### config.mk
export PLATFORM = sky130hd
export DESIGN_NAME = player_ctl_flat
export DESIGN_NICKNAME = d
export VERILOG_FILES = /design/src/rtl/player_ctl_if.sv /design/src/rtl/player_ctl.sv /design/src/flat_wrapper.sv
export SDC_FILE = /design/constraint.sdc
export NUM_CORES = 1
export LEC_CHECK = 0
export CORE_ASPECT_RATIO = 1.1
export CORE_MARGIN = 3
export CORE_UTILIZATION = 48
export CTS_BUF_LIST = sky130_fd_sc_hd__clkbuf_8
export DETAILED_ROUTE_END_ITERATION = 8
export GPL_TIMING_DRIVEN = 0
export PLACE_DENSITY = 0.72
export SYNTH_ARGS = -nofsm -noshare
export SYNTH_HDL_FRONTEND = slang
export SYNTH_SLANG_ARGS = --single-unit
### constraint.sdc
create_clock -name clk -period 6 [get_ports clk]
set_input_delay 1.8 -clock clk [delete_from_list [all_inputs] [get_ports clk]]
set_output_delay 1.8 -clock clk [all_outputs]
set_load 0.03 [all_outputs]
### src/rtl/player_ctl_if.sv
// player_ctl_if: key events and vsync into the player controller, registered sprite position out
interface player_ctl_if;
  logic key_valid;
  logic [7:0] key_code;
  logic key_release;
  logic vsync;
  logic [11:0] xpos;
  logic [11:0] ypos;
  logic jumping;
  logic pos_valid;
  modport master (output key_valid, key_code, key_release, vsync, input xpos, ypos, jumping, pos_valid);
  modport slave (input key_valid, key_code, key_release, vsync, output xpos, ypos, jumping, pos_valid);
endinterface

### src/rtl/player_ctl.sv
// player_ctl: per-frame sprite position/jump controller; clk, rst, bus (key events + vsync in, xpos/ypos/jumping/pos_valid out)
module player_ctl #(
  parameter int X_INIT = 400,
  parameter int X_MIN = 0,
  parameter int X_MAX = 767,
  parameter int Y_GROUND = 536,
  parameter int STEP = 4,
  parameter int JUMP_STEP = 6,
  parameter int JUMP_FRAMES = 20
) (
  input logic clk,
  input logic rst,
  player_ctl_if.slave bus
);
  typedef enum logic [1:0] {IDLE, RISE, FALL} state_t;
  state_t state, state_n;
  logic vsync_d, left_held, right_held, jump_req, tick, jumping_n;
  logic [7:0] rise_cnt, rise_cnt_n;
  logic [12:0] x13, y13;
  logic [11:0] x_n, y_n;
  logic is_make;
  assign tick = bus.vsync & ~vsync_d;
  assign x13 = {1'b0, bus.xpos};
  assign y13 = {1'b0, bus.ypos};
  assign is_make = bus.key_valid & ~bus.key_release;
  assign x_n = (left_held & ~right_held) ? ((x13 < 13'(X_MIN + STEP)) ? 12'(X_MIN) : 12'(x13 - 13'(STEP))) :
               (right_held & ~left_held) ? ((x13 > 13'(X_MAX - STEP)) ? 12'(X_MAX) : 12'(x13 + 13'(STEP))) :
               bus.xpos;
  always_comb begin
    state_n = state;
    y_n = bus.ypos;
    rise_cnt_n = rise_cnt;
    jumping_n = bus.jumping;
    case (state)
      IDLE: if (jump_req) begin
        state_n = RISE;
        rise_cnt_n = '0;
        jumping_n = 1'b1;
      end
      RISE: begin
        y_n = (y13 < 13'(JUMP_STEP)) ? 12'd0 : 12'(y13 - 13'(JUMP_STEP));
        rise_cnt_n = rise_cnt + 8'd1;
        if (rise_cnt == 8'(JUMP_FRAMES - 1)) state_n = FALL;
      end
      FALL: begin
        y_n = (y13 + 13'(JUMP_STEP) >= 13'(Y_GROUND)) ? 12'(Y_GROUND) : 12'(y13 + 13'(JUMP_STEP));
        if (y13 + 13'(JUMP_STEP) >= 13'(Y_GROUND)) begin
          state_n = IDLE;
          jumping_n = 1'b0;
        end
      end
      default: state_n = IDLE;
    endcase
  end
  always_ff @(posedge clk) begin
    if (rst) begin
      state <= IDLE;
      rise_cnt <= '0;
      vsync_d <= 1'b1;
      left_held <= 1'b0;
      right_held <= 1'b0;
      jump_req <= 1'b0;
      bus.xpos <= 12'(X_INIT);
      bus.ypos <= 12'(Y_GROUND);
      bus.jumping <= 1'b0;
      bus.pos_valid <= 1'b0;
    end else begin
      vsync_d <= bus.vsync;
      bus.pos_valid <= tick;
      if (bus.key_valid && bus.key_code == 8'h1C) left_held <= ~bus.key_release;
      if (bus.key_valid && bus.key_code == 8'h23) right_held <= ~bus.key_release;
      // a space press arriving with the tick survives the tick's clear and triggers on the next frame
      jump_req <= (is_make && bus.key_code == 8'h29) ? 1'b1 : tick ? 1'b0 : jump_req;
      if (tick) begin
        bus.xpos <= x_n;
        bus.ypos <= y_n;
        bus.jumping <= jumping_n;
        state <= state_n;
        rise_cnt <= rise_cnt_n;
      end
    end
  end
endmodule
### src/flat_wrapper.sv
// flat-port wrapper written by rule: the top's interface ports become plain ports
module player_ctl_flat 
#(
  parameter int X_INIT = 400,
  parameter int X_MIN = 0,
  parameter int X_MAX = 767,
  parameter int Y_GROUND = 536,
  parameter int STEP = 4,
  parameter int JUMP_STEP = 6,
  parameter int JUMP_FRAMES = 20
)
  (clk, rst, bus_key_valid, bus_key_code, bus_key_release, bus_vsync, bus_xpos, bus_ypos, bus_jumping, bus_pos_valid);
  player_ctl_if bus_i ();
  input logic clk;
  input logic rst;
  input wire logic [$bits(bus_i.key_valid)-1:0] bus_key_valid;
  input wire logic [$bits(bus_i.key_code)-1:0] bus_key_code;
  input wire logic [$bits(bus_i.key_release)-1:0] bus_key_release;
  input wire logic [$bits(bus_i.vsync)-1:0] bus_vsync;
  output wire logic [$bits(bus_i.xpos)-1:0] bus_xpos;
  output wire logic [$bits(bus_i.ypos)-1:0] bus_ypos;
  output wire logic [$bits(bus_i.jumping)-1:0] bus_jumping;
  output wire logic [$bits(bus_i.pos_valid)-1:0] bus_pos_valid;
  assign bus_i.key_valid = bus_key_valid;
  assign bus_i.key_code = bus_key_code;
  assign bus_i.key_release = bus_key_release;
  assign bus_i.vsync = bus_vsync;
  assign bus_xpos = bus_i.xpos;
  assign bus_ypos = bus_i.ypos;
  assign bus_jumping = bus_i.jumping;
  assign bus_pos_valid = bus_i.pos_valid;
  player_ctl #(.X_INIT(X_INIT), .X_MIN(X_MIN), .X_MAX(X_MAX), .Y_GROUND(Y_GROUND), .STEP(STEP), .JUMP_STEP(JUMP_STEP), .JUMP_FRAMES(JUMP_FRAMES)) u_core (.clk(clk), .rst(rst), .bus(bus_i));
endmodule
---- Word level (Yosys, flattened, before mapping) ----
Index checks and enable logic that the tools add are counted.
storage, ports and cells
  flip-flop bits (word level) ............. 40
  output and inout port bits .............. 26
  input port bits ......................... 13
  word-level logic and storage cells ...... 68
operators by class
  eq/ne operators ......................... 9
  mux-type cells .......................... 18
  reduce and logical (&&, ||, !) cells .... 14
  $lt $le $gt $ge ......................... 4
  bitwise operators ....................... 8
  add/subtract/negate cells ............... 5
operators by type and width
  operator                 count
  $mux W12                 6
  $lt A12 B3 Y1 const B    2
  $pmux W12 S2             1
  $sub A12 B3 Y12 const B  2
  $eq A8 B5 Y1 const B     2
  $eq A8 B6 Y1 const B     2
  $pmux W8 S2              1
  $add A12 B3 Y13 const B  1
  $ge A13 B10 Y1 const B   1
  $add A12 B3 Y12 const B  1
  $gt A12 B10 Y1 const B   1
  $reduce_bool A2 Y1       5
  $add A8 B1 Y8 const B    1
  $mux W8                  1
  $reduce_and A4 Y1        2
  $mux W2                  3
  $ne A2 B1 Y1 const B     3
  $pmux W2 S3              1
  $and A1 B1 Y1            4
  $mux W1                  4
  $not A1 Y1               4
  $reduce_and A2 Y1        2
  $logic_and A1 B1 Y1      3
  $reduce_and A3 Y1        1
  4 further kinds          4

---- Longest topological paths before layout ----
Gate-level depths: netlist of the first run.
  depth after elaboration ................. 4
  gate-level depth with buffers ........... 9
  mapped depth without buffers ............ 8

---- Worst setup path before layout of the first run ----
OpenSTA, ideal clock, no wires.
  kind .................................... input-to-reg
  start ................................... input bus_vsync
  end ..................................... register u_core.bus.ypos[4]
  library setup time ...................... 0.122 ns
  buffers on the path ..................... 2
  slack ................................... 2.894 ns
  stages on the path ...................... 6
  arrival ................................. 2.984 ns
  data required time ...................... 5.878 ns
  cell sequence ........................... nand2b_1 > clkbuf_1 > or2_2 > clkbuf_1 > a21o_1 > a221o_1
on the way
  word-level cells in the longest chain between the ends .. 2
RTL lines
  element                             RTL line             text
  start: declaration                  flat_wrapper.sv:19   input wire logic [$bits(bus_i.vsync)-1:0] bus_vsync;
  $and A1 B1 Y1                       player_ctl.sv:22     assign tick = bus.vsync & ~vsync_d;
  $reduce_and A2 Y1 (no source line)  -
  end signal: assignment              player_ctl.sv:64     bus.ypos <= 12'(Y_GROUND);
  end signal: assignment              player_ctl.sv:76     bus.ypos <= y_n;
  end: declaration                    player_ctl_if.sv:12  modport slave (input key_valid, key_code, key_release, vsync, output xpos, ypos, jumping, pos_valid);
No other way between the ends.
A chain may end at the register's enable or synchronous reset.

---- Worst setup path in the final report of the first run ----
Same ends and word-level chain as after synthesis.

==> results.txt, run 1 <==
The flow ran to the end, and the final reports show no timing, DRC or antenna violations. The final hold violation count is 0. The worst hold path terminates at u_core.state[0]. The post-synthesis mux area share is 0.0122. The post-route standard cell area excluding fillers came out at about 3200 um^2. Compared with the post-synthesis result, the final layout area differs by 20.5%. The critical setup path kind is in -> reg. The overall power after layout came out at 0.000472 W. The switching power share of the total came out at 0.240. The post-synthesis instance area is around 2700 um^2. The worst flop-to-flop path endpoint is u_core.bus.ypos[3]. The first global-routing pass estimated 11600 um of wire. The row count is 27. The initial standard-cell utilization of the core is 0.514. The number of buffers inserted by hold repair at cts came out at 0. In this run the most critical hold path is launched from u_core.state[0]. Of the total synthesized cell area, the portion taken by full adders, half adders and majority gates is 0.0471. The most numerous cell type found on the critical path is sky130_fd_sc_hd__nor2_1.

The origin of the critical flop-to-flop path is u_core.bus.ypos[1]. The global-route layer with the greatest usage is met2. The critical path goes through clkdlybuf4s50_1 -> nand2b_1 -> clkbuf_1 -> nor2_1 -> o31ai_2 -> nor2_1 -> a21o_1 -> a221o_1. The delay of the slowest critical-path stage is 0.60 ns. The worst hold path depth is 2. The average cell area after synthesis came out at 7.77 um^2. The endpoint type of the worst setup path is a register. The static leakage came out at 1.05 nW. Of the total synthesized cell area, the portion taken by AND, OR, NAND and NOR gates is 0.270.

The area after detailed placement is between 3000 and 4000 um^2. The total global-route track usage came out at 0.213. The total area inside the core boundary comes to 5170 um^2. The async set-or-reset flop fraction in the synthesized netlist is 0.

sky130_fd_sc_hd__nor2_1 is the most common cell in the netlist. STA classifies the critical path startpoint as an input port. Before antenna repair, the detailed router went through 4 iterations.

By area, the combinational part of the netlist is dominated by simple AND/OR/NAND/NOR gates. The path class of the lowest-slack min-delay path is reg -> reg. The area share of the leading cell type in the synthesized netlist is 0.286. The number of buffers added by the clock tree synthesis step is 5.

In this run the count of I/O pins placed on the die edge is 39. The total via count after detailed routing is 2691. The met2 layer usage reported by global route is 0.349. Sorting the synthesized cells by area gives the leading types as sky130_fd_sc_hd__dfxtp_1 (29%), sky130_fd_sc_hd__nor2_1 (5.6%), sky130_fd_sc_hd__a21oi_1 (5.3%). Data on the critical path is required at its endpoint by about 6.2 ns.

The leading area contributor after synthesis is sky130_fd_sc_hd__dfxtp_1. The total congestion overflow is 0. The number of DRC violations after detailed-routing iteration 0 is 225. The floorplan step set the die height to between 80 and 90 um. The share of final-layout standard cells stronger than drive strength 1 is 0.0855.

For this run, the leading register cell type out of synthesis is sky130_fd_sc_hd__dfxtp_1. The power density over the cells came out at 147 nW/um^2. The relative max-transition margin is 0.515. The proportion of synthesized chip area in sequential cells came out at 0.286. The routing usage on met3 came out at 0.0356. The slowest stage of the critical path is the sky130_fd_sc_hd__nor2_1 cell.

The register bit total from synthesis is 38. Synthesis produced a netlist whose cell count is 342. Across the run, the number of max-cap violations was 0. The highest attainable clock frequency is 277 MHz. The per-cell via count in the routed design came out at roughly 5.9.

For this design, the sink count on the clock tree is 38. The pin slew with the least headroom to its limit is 0.725 ns. Once the clock tree was built, the setup fixing pass inserted 0 buffers. The remaining design rule violation count came out at 0.

The diode insertion count for antenna repair is 0. Entering global routing, the biggest net connects 13 pins. Of the total power, registers draw 0.537. The minimum period implied by the final worst setup slack is roughly 3.6 ns. Sorting the synthesized cells by how often they occur yields sky130_fd_sc_hd__nor2_1 (40), sky130_fd_sc_hd__dfxtp_1 (38), sky130_fd_sc_hd__a21oi_1 (28). Setup repair after global routing left no endpoint under its margin.

The number of nets with antenna violations after routing is 0. The compound-gate portion of the synthesized area came out at 0.262. Of the total power, the clock network draws 0.401. The H-tree depth came out at 2. The number of global-route vias before repair came out at 2573. Wires add up to 6610 um. The period utilization is 0.602. The number of slew-limit violations in the final report came out at 0. The met1 routing resource usage after global routing came out at 0.284. The chip width came out at a little under 80 um.

In the final routed layout, each cell accounts on average for between 10 and 15 um. The post-synth net total came out at ~370. The final layout contains 408 nets. CTS placed an instance of sky130_fd_sc_hd__clkbuf_8 at the clock tree root. The detailed-placement wirelength estimate is 4770 um. The number of enable-type register cells in the synthesized netlist is 0.

The TritonCTS clock tree is yes. Routability-driven placement finished with a final weighted congestion of slightly below 0.9. The maximum buffer depth of the clock tree came out at 2. The summed negative setup slack over all endpoints came out at 0 ns.

Clock latency on the worst-skew pair, taken at its later pin, is ~0.3 ns. The die footprint came out at 6470 um^2. The number of buffer cells added on primary ports came out at 36.

The yosys synthesis warning count is 0. The total of endpoints with negative setup slack in the final report is 0. The reg2reg setup slack came out at ~3.4 ns. The number of instances resized during post-cts repair is 0. Summed over all nets, the switching power comes to 0.000113 W. Yosys mapped the design onto 68 distinct sky130hd cell types. The cell-internal power came out at 0.000359 W. Of the total power, combinational logic draws 0.062. The largest fanout on the critical path came out at 10. Clock-pin slew was measured on the worst setup and hold paths at 0.08 ns. The number of cells on the worst reg-to-reg path is 8.

The setup clock skew after layout is approximately 0.019 ns. Of the total synthesized cell area, the portion taken by XOR and XNOR cells is 0.0527. The data arrival at the endpoint of the critical path is 3.85 ns. The initial antenna violation count is 0. The maximum vdd drop came out at around 140 uV.
[stage by stage]
step	setup WS, ns	std cells	utilization	hold slack, ns
6_report	2.39	458	0.620	0.487
4_1_cts	2.41	458	0.620	0.487
3_5_place_dp	2.13	450	0.602	0.477
5_1_grt	2.20	458	0.620	0.532
2_1_floorplan	2.89	342	-	0.452
3_3_place_gp	2.15	450	0.602	0.466
[critical path: cells and delay by family]
family	cells	cell delay [ns]
AOI/OAI and AO/OA	3	0.49
buffers and inverters	2	0.69
and+or+nand+nor	3	0.86
[worst max-delay path by stage]
stage / from / to / slack, ns / cells after the start
finish: bus_vsync / u_core.bus.ypos[4] / 2.39 / 8
global route: bus_vsync / u_core.bus.ypos[4] / 2.20 / 8
CTS: bus_vsync / u_core.bus.ypos[4] / 2.41 / 8
detailed placement: bus_vsync / u_core.bus.ypos[4] / 2.13 / 8
global placement: bus_vsync / u_core.bus.ypos[4] / 2.15 / 8
floorplan: bus_vsync / u_core.bus.ypos[4] / 2.89 / 6
[cells in the final DEF, fill, tap and decap left out, drive strengths merged, types with 3 or more instances in the layout]
| cell type | netlist | routed |
|---|---|---|
| a211oi | 4 | 4 |
| a21o | 3 | 3 |
| a21oi | 28 | 28 |
| a221o | 3 | 3 |
| a311oi | 3 | 3 |
| a31oi | 7 | 7 |
| and3 | 3 | 3 |
| buf | 14 | 14 |
| clkbuf | 10 | 16 |
| clkdlybuf4s50 | 0 | 36 |
| dfxtp | 38 | 38 |
| ha | 10 | 10 |
| inv | 13 | 13 |
| nand2 | 20 | 20 |
| nand2b | 4 | 4 |
| nand3 | 10 | 10 |
| nand3b | 3 | 3 |
| nand4 | 7 | 7 |
| nor2 | 41 | 41 |
| nor3 | 20 | 20 |
| nor4 | 7 | 7 |
| o211ai | 5 | 5 |
| o21ai | 20 | 20 |
| o31ai | 5 | 5 |
| or2 | 4 | 4 |
| or3 | 3 | 3 |
| or4 | 3 | 3 |
| xnor2 | 7 | 7 |
| xor2 | 9 | 9 |
[registers in the layout (all words and copies together) (netlist names)]
signal                flops
u_core.bus.xpos          11
u_core.bus.ypos          11
u_core.rise_cnt           8
u_core.state              2
u_core.bus.jumping        1
u_core.bus.pos_valid      1
u_core.jump_req           1
u_core.left_held          1
u_core.right_held         1
u_core.vsync_d            1
[power groups by stage]
stage          Clock, W  Combinational (W)  Sequential (W)
2_1_floorplan         0          0.0000141        0.000261
3_3_place_gp          0          0.0000293        0.000259
3_5_place_dp          0          0.0000295        0.000259
4_1_cts        0.000195          0.0000296        0.000254
5_1_grt        0.000204          0.0000325        0.000254
6_report       0.000189          0.0000295        0.000254
[routing by layer]
metal | routed length, um | up-vias
met2 | 2950 | 93
met3 | 407 | 14
met5 | 0 | -
met1 | 3140 | 1237
met4 | 119 | 0
li1 | - | 1347
[cell families after synthesis]
kind of cell	Yosys count
AO/OA/AOI/OAI	99
adder cells (fa/ha/maj)	10
other	1
AND/OR/NAND/NOR	137
flip-flops	38
multiplexers	3
XOR/XNOR	16
buffers and inverters	38
[layout make-up]
type	instances	area (um^2)
buffer	24	130
sequential	38	761
clock buffer	6	82.6
inverter	14	52.6
fill	500	1960
tap	72	90.1
clock inverter	2	12.5
multi-input combinational	266	1720
timing repair buffer	36	360
No activity file was read; power rests on OpenSTA's default activity.
==> inputs of run 2 (changes only) <==
--- a/config.mk
+++ b/config.mk
@@ -11,7 +11,7 @@
 export CTS_BUF_LIST = sky130_fd_sc_hd__clkbuf_8
 export DETAILED_ROUTE_END_ITERATION = 8
 export GPL_TIMING_DRIVEN = 0
-export PLACE_DENSITY = 0.72
+export PLACE_DENSITY = 0.75
 export SYNTH_ARGS = -nofsm -noshare
 export SYNTH_HDL_FRONTEND = slang
 export SYNTH_SLANG_ARGS = --single-unit
==> constraint.sdc (replaced) <==
create_clock -name clk -period 3.23 [get_ports clk]
set_input_delay 0.969 -clock clk [delete_from_list [all_inputs] [get_ports clk]]
set_output_delay 0.969 -clock clk [all_outputs]
set_load 0.03 [all_outputs]
==> run 2 against run 1 <==
  * Core utilization did not move
  * Routed wire length up 1.4%
  * Register-to-register slack got worse by 2.8 ns
  * Sequential share of layout area did not move
  * Setup slack lost 1.9 ns
  * Sequential cell count is the same
  * Largest power group unchanged
  * Highest routed layer unchanged
==> results.txt, run 2 (synthesized netlist as in run 1, its figures left out) <==
The worst hold slack after final layout is 0.488 ns. The highest attainable clock frequency came out at 360 MHz. The number of inserted filler cells in the final layout is 490. The initial standard-cell utilization of the core is 0.514. The pin slew with the least headroom to its limit came out at 0.749 ns. The routed layout has 2720 vias. Max-cap violations in this run came to 0. The maximum vdd drop came out at 266 uV. In this run the vertical extent of the chip is between 80 and 90 um. In the final layout, the share of cells above drive strength 1 is 0.0855. CTS placed an instance of sky130_fd_sc_hd__clkbuf_8 at the clock tree root. For the final database, setup skew stands at 0.0101 ns. The maximum buffer depth of the clock tree is 2. The remaining design rule violation count came out at 0. The I/O pin total is 39. Setup repair after global routing left no endpoint under its margin. The library cell used most frequently in the layout, excluding fill and tap cells, is sky130_fd_sc_hd__nor2_1. The worst path meets setup with ~0.45 ns of slack. The weighted congestion reported at the end of routability-driven placement came out at 0.901. The row count is 27. Across every metal layer, demand over resource in global routing totals 0.212. The sequential standard cell area is 761 um^2. Dividing the detail-routed via count by the number of cells gives 5.94. The tightest min-delay check is of the reg -> reg type. The number of slew-limit violations in the final report is 0. The largest registers in the layout are u_core.bus.xpos: 11 flops, u_core.bus.ypos: 11 flops, u_core.rise_cnt: 8 flops. The number of global-route vias before repair is 2506.

Once layout is complete, the utilization of the core stands at 0.620. The final hold violation count came out at 0. The chip width is just under 80 um. The die covers 6470 um^2. The number of nets with antenna violations after routing came out at 0. The design draws 0.000870 W. The initial antenna violation count came out at 0. For the worst-skew pair, the clock arrives at the later sink with an insertion delay of 0.29 ns. Summed over all failing endpoints, the final setup total negative slack is 0 ns. The detailed router finished its first iteration with 220 violations. The detailed-placement wirelength estimate came out at 4870 um. The area occupied by multi-input gates is 1720 um^2. The number of buffer cells added on primary ports is 36. The period utilization came out at 0.860. The number of buffers added by the clock tree synthesis step came out at 5. TritonCTS built the clock tree. Timing analysis after detailed placement gives a worst setup slack of 0.185 ns.

The largest fanout on the critical path is 10. The core area is 5170 um^2. For the worst setup path, the data arrival time is 3.01 ns. By startpoint and endpoint, the worst setup path is classified as in -> reg. Dividing the detail-routed wire length by the instance count gives 14.6 um. Relative to the synthesized area, the layout overhead comes to 20.5%. The number of instances resized during post-cts repair came out at 0. The flow ran to the end, and the final reports show no timing, DRC or antenna violations.

Leaving out fill and tap cells, the most frequent cells in the layout are sky130_fd_sc_hd__nor2_1 (40), sky130_fd_sc_hd__dfxtp_1 (38), sky130_fd_sc_hd__clkdlybuf4s50_1 (36), sky130_fd_sc_hd__a21oi_1 (28), sky130_fd_sc_hd__nand2_1 (20). At the worst endpoint, the required time is 3.46 ns. The worst setup path is launched from an input port. Setup violations remaining at the end of the flow were counted as 0.

The total wire length came out at roughly 6700 um. The total number of nets in the final design came out at slightly above 400. Summed over all layers, the global routing overflow is 0. For this design the ratio of total power to cell area is 272 nW/um^2. The relative max-transition margin is 0.499. Entering global routing, the biggest net connects 13 pins. The number of antenna diodes in the final layout is 0.

The number of setup buffers added after CTS is 0. The register clock-pin slew on the reported worst setup and hold paths came out at 0.07 ns. Clock tree synthesis found a total of 38 sinks. The wire length of the first global-routing pass is 11500 um.

The number of search-and-repair iterations in the first detailed-routing pass is 5. The static leakage is approximately 1.1 nW. The number of buffers inserted by hold repair at cts is 0.

The minimum period implied by the final worst setup slack came out at 2.78 ns. The H-tree depth is 2. The worst setup path is captured at a register.
==> run 2: cell counts in the layout (fill, tap and decap cells not counted) <==
Identical to the previous run, type by type.
==> run 2: metrics by stage <==
stage | cell area, um^2 | std cells
floorplan | 2660 | 342
global placement | 3110 | 450
detailed placement | 3110 | 450
CTS | 3200 | 458
global route | 3200 | 458
finish | 3200 | 458
==> run 2: area by class of cell <==
cell class | instances | area share
Multi-Input combinational cell | 266 | 0.535
Sequential cell | 38 | 0.237
Timing Repair Buffer | 36 | 0.112
Buffer | 24 | 0.0406
Tap cell | 72 | 0.0281
Clock buffer | 6 | 0.0258
Inverter | 14 | 0.0164
Clock inverter | 2 | 0.00390
==> run 2: worst paths after layout <==
check / startpoint / to / depth (start not counted) / slack, ns
setup / recovery: bus_vsync / u_core.bus.ypos[4] / 8 / 0.45
hold / removal: u_core.state[0] / u_core.state[0] / 2 / 0.49
setup reg to reg: u_core.bus.ypos[1] / u_core.bus.ypos[3] / 8 / 0.55
hold reg to reg: u_core.state[0] / u_core.state[0] / 2 / 0.49
==> run 2: metal layers <==
metal | wire length [um] | up-vias | part of all wire | global-route usage
met5 | 0 | - | 0 | 0
met4 | 108 | 0 | 0.016 | 0.0626
met3 | 403 | 10 | 0.060 | 0.0356
met2 | 3090 | 100 | 0.46 | 0.348
met1 | 3110 | 1259 | 0.46 | 0.284
li1 | - | 1351 | - | -
==> run 2: power breakdown <==
group	switching, W	leakage [nW]	internal, W
clock network	0.000173	0.0472	0.000172
logic	0.0000301	0.699	0.0000246
registers	0.000000797	0.307	0.000470
==> run 2: worst max-delay path, cell delays in order <==
cell,delay [ns]
sky130_fd_sc_hd__clkdlybuf4s50_1,0.47
sky130_fd_sc_hd__nand2b_1,0.05
sky130_fd_sc_hd__clkbuf_1,0.21
sky130_fd_sc_hd__nor2_1,0.59
sky130_fd_sc_hd__o31ai_2,0.22
sky130_fd_sc_hd__nor2_1,0.22
sky130_fd_sc_hd__a21o_1,0.14
sky130_fd_sc_hd__a221o_1,0.13
